**src/rtl/adc_serial_reader.sv**
```systemverilog
// Serial ADC readout: on trigger, clocks Width bits out of the ADC (MSB first)
// and presents the sample as one AXI4-Stream beat with packet framing.
module adc_serial_reader #(
    parameter int Width  = 24,
    parameter int ClkDiv = 2
) (
    input  logic        aclk,
    input  logic        aresetn,
    input  logic        trigger,
    output logic        sck,
    input  logic        sdo,
    input  logic [15:0] packet_len,
    output logic [31:0] m_axis_tdata,
    output logic        m_axis_tvalid,
    input  logic        m_axis_tready,
    output logic        m_axis_tlast,
    output logic        ready,
    output logic        last,
    output logic        overrun
);

    typedef enum logic [1:0] {IDLE, SHIFT, OUTPUT} state_e;

    state_e           state_q, state_d;
    logic [7:0]       div_q, div_d;
    logic [5:0]       bit_q, bit_d;
    logic             sck_q, sck_d;
    logic [Width-1:0] shift_q, shift_d;
    logic [Width:0]   shift_ext;
    logic [15:0]      beat_q, beat_d;
    logic             last_q, last_d;
    logic             overrun_q, overrun_d;
    logic             armed_q, armed_d;
    logic             div_tc;
    logic             tlast_c;

    assign shift_ext = {shift_q, sdo};
    assign div_tc    = (div_q == 8'(ClkDiv - 1));
    // ">=" so a packet_len shrunk below the current count still closes the packet
    assign tlast_c   = (packet_len == 16'd0) || (beat_q >= packet_len - 16'd1);

    always_comb begin
        state_d   = state_q;
        div_d     = div_q;
        bit_d     = bit_q;
        sck_d     = sck_q;
        shift_d   = shift_q;
        beat_d    = beat_q;
        last_d    = 1'b0;
        overrun_d = overrun_q;
        armed_d   = 1'b1;

        if (trigger && state_q != IDLE) overrun_d = 1'b1;

        case (state_q)
            IDLE: begin
                div_d = 8'd0;
                bit_d = 6'd0;
                sck_d = 1'b0;
                if (trigger && armed_q) state_d = SHIFT;
            end
            SHIFT: begin
                if (div_tc) begin
                    div_d = 8'd0;
                    sck_d = ~sck_q;
                    if (!sck_q) begin
                        shift_d = shift_ext[Width-1:0];
                    end else begin
                        bit_d = bit_q + 6'd1;
                        if (bit_q == 6'(Width - 1)) state_d = OUTPUT;
                    end
                end else begin
                    div_d = div_q + 8'd1;
                end
            end
            OUTPUT: begin
                if (m_axis_tready) begin
                    state_d = IDLE;
                    if (tlast_c) begin
                        beat_d = 16'd0;
                        last_d = 1'b1;
                    end else begin
                        beat_d = beat_q + 16'd1;
                    end
                end
            end
            default: state_d = IDLE;
        endcase
    end

    always_ff @(posedge aclk or negedge aresetn) begin
        if (!aresetn) begin
            state_q   <= IDLE;
            div_q     <= 8'd0;
            bit_q     <= 6'd0;
            sck_q     <= 1'b0;
            shift_q   <= '0;
            beat_q    <= 16'd0;
            last_q    <= 1'b0;
            overrun_q <= 1'b0;
            armed_q   <= 1'b0;
        end else begin
            state_q   <= state_d;
            div_q     <= div_d;
            bit_q     <= bit_d;
            sck_q     <= sck_d;
            shift_q   <= shift_d;
            beat_q    <= beat_d;
            last_q    <= last_d;
            overrun_q <= overrun_d;
            armed_q   <= armed_d;
        end
    end

    // armed_q keeps ready low while reset is held, even though state reads IDLE
    assign ready         = (state_q == IDLE) && armed_q;
    assign sck           = sck_q;
    assign m_axis_tvalid = (state_q == OUTPUT);
    assign m_axis_tlast  = m_axis_tvalid && tlast_c;
    assign m_axis_tdata  = 32'(shift_q);
    assign last          = last_q;
    assign overrun       = overrun_q;

endmodule
```
**config.mk**
```make
export PLATFORM = sky130hd
export DESIGN_NAME = adc_serial_reader
export DESIGN_NICKNAME = d
export VERILOG_FILES = /design/src/rtl/adc_serial_reader.sv
export SDC_FILE = /design/constraint.sdc
export NUM_CORES = 1
export LEC_CHECK = 0
export CORE_MARGIN = 8
export CORE_UTILIZATION = 53
export CTS_CLUSTER_SIZE = 16
export DETAILED_ROUTE_END_ITERATION = 7
export PLACE_DENSITY = 0.8
export SLEW_MARGIN = 10
export SYNTH_ARGS = -nofsm -noshare
export SYNTH_HDL_FRONTEND = slang
export SYNTH_SLANG_ARGS = --single-unit
```
**constraint.sdc**
```tcl
create_clock -name aclk -period 3.65 [get_ports aclk]
set_input_delay 0.365 -clock aclk [delete_from_list [all_inputs] [get_ports aclk]]
set_output_delay 0.365 -clock aclk [all_outputs]
set_load 0.01 [all_outputs]
```
# Yosys cells after proc, flatten, opt, wreduce, memory -nomap -nowiden
# Index checks and enable logic that the tools add are counted.
totals:
  ff_bits: 60
  out_inout_bits: 38
  wordCells: 55
classes:
  add_sub_neg: 4
  n_lt_le_gt_ge: 1
  eq_ne: 9
  mux: 17
  n_bitwise: 1
  reduce_logical: 14
op_table:
  columns: ["operator", "n"]
  rows:
  - ["16-bit by 1-bit adder with 16-bit output, second input constant", 1]
  - ["16-bit greater-or-equal comparator", 1]
  - ["16-bit logical NOT", 1]
  - ["16-bit two-way mux", 1]
  - ["8-bit one-hot mux with 2 select lines", 1]
  - ["16-bit by 1-bit subtractor with 16-bit output, second input constant", 1]
  - ["6-bit two-way mux", 2]
  - ["6-bit one-hot mux with 2 select lines", 1]
  - ["2-bit two-way mux", 5]
  - ["8-bit by 1-bit adder with 8-bit output, second input constant", 1]
  - ["8-bit by 1-bit equality test with 1-bit output, second input constant", 1]
  - ["8-bit two-way mux", 1]
  - ["2-bit != test, second input constant", 4]
  - ["6-bit by 1-bit adder with 6-bit output, second input constant", 1]
  - ["6-bit by 5-bit equality test with 1-bit output, second input constant", 1]
  - ["2-bit one-hot mux with 3 select lines", 1]
  - ["3-bit AND reduction", 2]
  - ["5-bit AND reduction", 1]
  - ["1-bit logical AND", 4]
  - ["1-bit two-way mux", 4]
  - ["2-bit AND reduction", 2]
  - ["2-bit nonzero test", 2]
  - ["2-bit by 1-bit equality test with 1-bit output, second input constant", 1]
  - ["2-bit equality test, second input constant", 1]
  - ["5 further kinds", 5]

# Longest topological paths before layout
depth:
  depth_word: 6
  depth_mapped: 13

# Least setup slack after synthesis
# Ideal clock, no wire load.
synth_timing:
  path_kind: "in2out"
  from: "in packet_len[1]"
  to: "out m_axis_tlast"
  arrival_time_ps: 2851
  required_time_ps: 3285
  slack_ps: 434
  cell_stages: 11
  path_cell_list: "or4_1 > nor3_1 > nand2b_1 > nor3b_1 > xnor2_1 > ha_1 > a21oi_1 > o21ai_0 > a211oi_1 > nand3_1 > and2_1"
synth_between:
  elab_chain_len: 4
  word_cells_on_any_way: 5
  cone_classes: "1 x add/sub; 1 x order compare; 3 x reduce/logical"
synth_rtl:
  columns: ["item", "line", "source"]
  rows:
  - ["from (decl)", "12", "input logic [15:0] packet_len,"]
  - ["16-bit by 1-bit subtractor with 16-bit output", "40", "assign tlast_c = (packet_len == 16'd0) || (beat_q >= packet_len - 16'd1);"]
  - ["16-bit greater-or-equal comparator", "40", null]
  - ["1-bit logical OR (*)", "40", null]
  - ["1-bit logical AND (*)", "119", "assign m_axis_tlast = m_axis_tvalid && tlast_c;"]
  - ["to (decl)", "16", "output logic m_axis_tlast,"]
# Mark *: on every way between the ends. The rest lies on a longest branch, timed or not.

# Worst setup path after layout
layout_timing:
  from: "in packet_len[5]"
  to: "out m_axis_tlast"
# The elaborated chain is that of the path after synthesis.

==> impl_metrics.tcl <==
set metrics [dict create \
    standard_cell_rows 29 \
    layout-drive-gt1-share_pct 23.4 \
    total_power_mw 2.09 \
    power.density_mw_per_mm2 466 \
    cp-start-kind "input port" \
    edff_count_synth 0 \
    sequential_area_mm2 0.00150 \
    setup_viol 0 \
    max-cap-violations 0 \
    cts.root.buffer_cell "sky130_fd_sc_hd__clkbuf_8" \
    area_growth_pct 31.1 \
    final-max-slew-violation-count 0 \
    cp-end-kind "output pin" \
    fillerInstances 473 \
    place_area_mm2 0.00414 \
    r2r_end "bit_q[4]" \
    detail_route.wl_per_cell_um 15.5 \
    leakage_nw 2.10 \
    status "completed" \
    proportion_of_synthesized_chip_area_in_sequential_cells_pct 43.9 \
    vias 2672 \
    synth.cell_area_mm2 0.00342 \
    antenna_found_initial 0 \
    max_clock_freq_ghz 0.287 \
    detail_route.wirelength_um 7620 \
    detail_route_antenna_nets 0 \
    top_level_ports 59 \
    drt_drc 0 \
    vias_per_cell 5.43 \
    final_cells 492 \
    synth_area_per_cell_um2 10.4 \
    max-clock-path-buffers 2 \
    tritoncts_num_sinks 60 \
    dpl.cell_count 474 \
    cts_hold_repair.buffers 0 \
    timing.critical_path.fanout_max 3 \
    max_slew.worst_pin.slew_ns 0.862 \
    insertedDiodeCount 0 \
    setup.reg_to_reg.worst_slack_ns 1.12 \
    grt.overflow.total 0 \
    synth-warning-count 0 \
    min_path_type "input port to asynchronous set/reset pin" \
    post-dp-hpwl_um 5400 \
    multi_input_area_mm2 0.00192 \
    final.setup.worst_slack_ns 0.167 \
    tritoncts "done" \
    clk_pin_slew_ns 0.06 \
    synth_area_leaders "sky130_fd_sc_hd__dfrtp_1 (44%), sky130_fd_sc_hd__mux2_2 (8.2%), sky130_fd_sc_hd__ha_1 (8.1%)" \
    yosysTopAreaCellShare_pct 43.9 \
    synthesis.instances 328 \
    worst_skew_pair.late_latency_ns 0.33 \
    timing.final.hold_violations 0 \
    gp_routability_congestion 0.779 \
    layout_min_cycle_time_ns 3.48 \
    grt_pass1_wl_um 12600 \
    grt_pass1_vias 2816 \
    cp_data_required_time_ns 3.28 \
    track_usage_pct 17.3 \
    post-route-period-util_pct 95.4 \
    critPathArrivalTime_ns 3.12 \
    worstReg2RegStart "div_q[1]" \
    final.setup.tns_ns 0 \
    floorplan_die_area_mm2 0.00928 \
    maximum_number_of_pins_on_one_net_before_global_route_repair 41 \
    finish.net_count 454 \
    place_ws_ns -0.745 \
    clock-skew-final_ns 0.00703 \
    synth_top_flop_cell "sky130_fd_sc_hd__dfrtp_1" \
    vertical_die_dimension_um 96.3 \
    synth-seq-cells 60 \
    finish.instance_area_mm2 0.00448 \
    synth_common_cells "sky130_fd_sc_hd__dfrtp_1 (60), sky130_fd_sc_hd__nor2_1 (33), sky130_fd_sc_hd__nand2_1 (29), sky130_fd_sc_hd__mux2_2 (25), sky130_fd_sc_hd__ha_1 (22)" \
    synth_async_sr_flop_share_pct 100 \
    dieWidth_um 96.3 \
    ir_worst_vdd_mv 0.512 \
    critical_path_class "input port to output pin" \
    netlist.top_cell.by_area "sky130_fd_sc_hd__dfrtp_1" \
    starting_utilization_of_the_core_area_pct 54.5 \
    drtIter0Drc 75 \
    r2r_cells 7 \
    slew_headroom_pct 42.5 \
    placement.io_buffers 50 \
    tritoncts.num_buffers 9 \
    placeable_core_region_mm2 0.00628 \
    synth.most_common_cell "sky130_fd_sc_hd__dfrtp_1" \
    yosysUniqueCellTypes 52 \
    unrepaired_setup_endpoints_after_global_routing "no" \
    ctsHtreeMaxLevel 3 \
    first_pass_iters 4 \
]
cell type report:
class	count	area share (%)
Sequential cell	60	33.5
Inverter	8	0.670
Timing Repair Buffer	80	16.4
Tap cell	77	2.15
Clock inverter	4	1.09
Clock buffer	11	3.38
Multi-Input combinational cell	252	42.8
cells in the final DEF, fill, tap and decap left out, types with 8 or more instances in the layout:
| cell | instances |
|---|---|
| sky130_fd_sc_hd__conb_1 | 9 |
| sky130_fd_sc_hd__xnor2_1 | 16 |
| sky130_fd_sc_hd__dfrtp_1 | 60 |
| sky130_fd_sc_hd__nor3_1 | 8 |
| sky130_fd_sc_hd__clkdlybuf4s50_1 | 40 |
| sky130_fd_sc_hd__xor2_1 | 15 |
| sky130_fd_sc_hd__buf_4 | 30 |
| sky130_fd_sc_hd__mux2_2 | 25 |
| sky130_fd_sc_hd__nand2_1 | 28 |
| sky130_fd_sc_hd__inv_1 | 8 |
| sky130_fd_sc_hd__nor2_1 | 33 |
| sky130_fd_sc_hd__clkbuf_8 | 11 |
| sky130_fd_sc_hd__o21ai_0 | 9 |
| sky130_fd_sc_hd__ha_1 | 22 |
per-layer routing:
layer / part of all wire (%) / up-vias / global-route usage [%]
met2: 50 / 57 / 29.7
met1: 42 / 1286 / 19.3
met5: 0 / - / 0
met3: 6.4 / 10 / 5.46
met4: 1.5 / 0 / 7.44
li1: - / 1319 / -
power by group:
group	total, mW	switching, mW	internal [mW]
clock network	0.599	0.252	0.347
registers	0.870	0.105	0.765
logic	0.620	0.274	0.345
total	2.09	0.631	1.46
what timing repair did:
item	CTS	global route
endpoints found under the setup margin	1	1
resized for setup	20	17
pin swaps	6	13
setup buffers	2	2
state kept, by name, summed over array words and instances, names as in the netlist:
name     flops
last         1
sck          1
armed_q      1
overrun      1
beat_q      16
bit_q        6
state_q      2
shift_q     24
div_q        8
stage by stage:
stage	hold slack (ns)	utilization, %
2_1_floorplan	0.0694	-
3_3_place_gp	0.448	65.9
3_5_place_dp	0.485	65.9
4_1_cts	0.160	70.3
5_1_grt	0.211	71.4
6_report	0.147	71.4
critical path, stage by stage:
cell and delay, ns:
sky130_fd_sc_hd__dlygate4sd2_1 0.25, sky130_fd_sc_hd__or4_4 0.57, sky130_fd_sc_hd__nor4_4 0.31, sky130_fd_sc_hd__buf_4 0.17, sky130_fd_sc_hd__nand2_2 0.04, sky130_fd_sc_hd__xor2_1 0.14, sky130_fd_sc_hd__ha_1 0.30, sky130_fd_sc_hd__nand4_1 0.13
sky130_fd_sc_hd__nor3_2 0.28, sky130_fd_sc_hd__a211oi_2 0.10, sky130_fd_sc_hd__buf_4 0.15, sky130_fd_sc_hd__nand3_2 0.07, sky130_fd_sc_hd__and2_4 0.14, sky130_fd_sc_hd__buf_6 0.09
worst max path at each step:
stage / startpoint / end / slack [ns]
floorplan: packet_len[1] / m_axis_tlast / 0.43
global placement: packet_len[1] / m_axis_tlast / -0.68
detailed placement: packet_len[1] / m_axis_tlast / -0.75
CTS: packet_len[7] / m_axis_tlast / 0.005
global route: packet_len[5] / m_axis_tlast / 0.02
finish: packet_len[5] / m_axis_tlast / 0.17
cell families (layout without fill, tap and decap cells):
logic type	after synthesis	in the layout	synth area share, %
compound gates	41	41	8.46
xor+xnor	31	31	7.94
fa+ha+maj	22	22	8.05
buf+inv	23	103	3.88
flops	60	60	43.9
mux	27	27	8.86
other cells	2	9	0.220
simple gates	122	122	18.7
No activity file was read; power rests on OpenSTA's default activity.
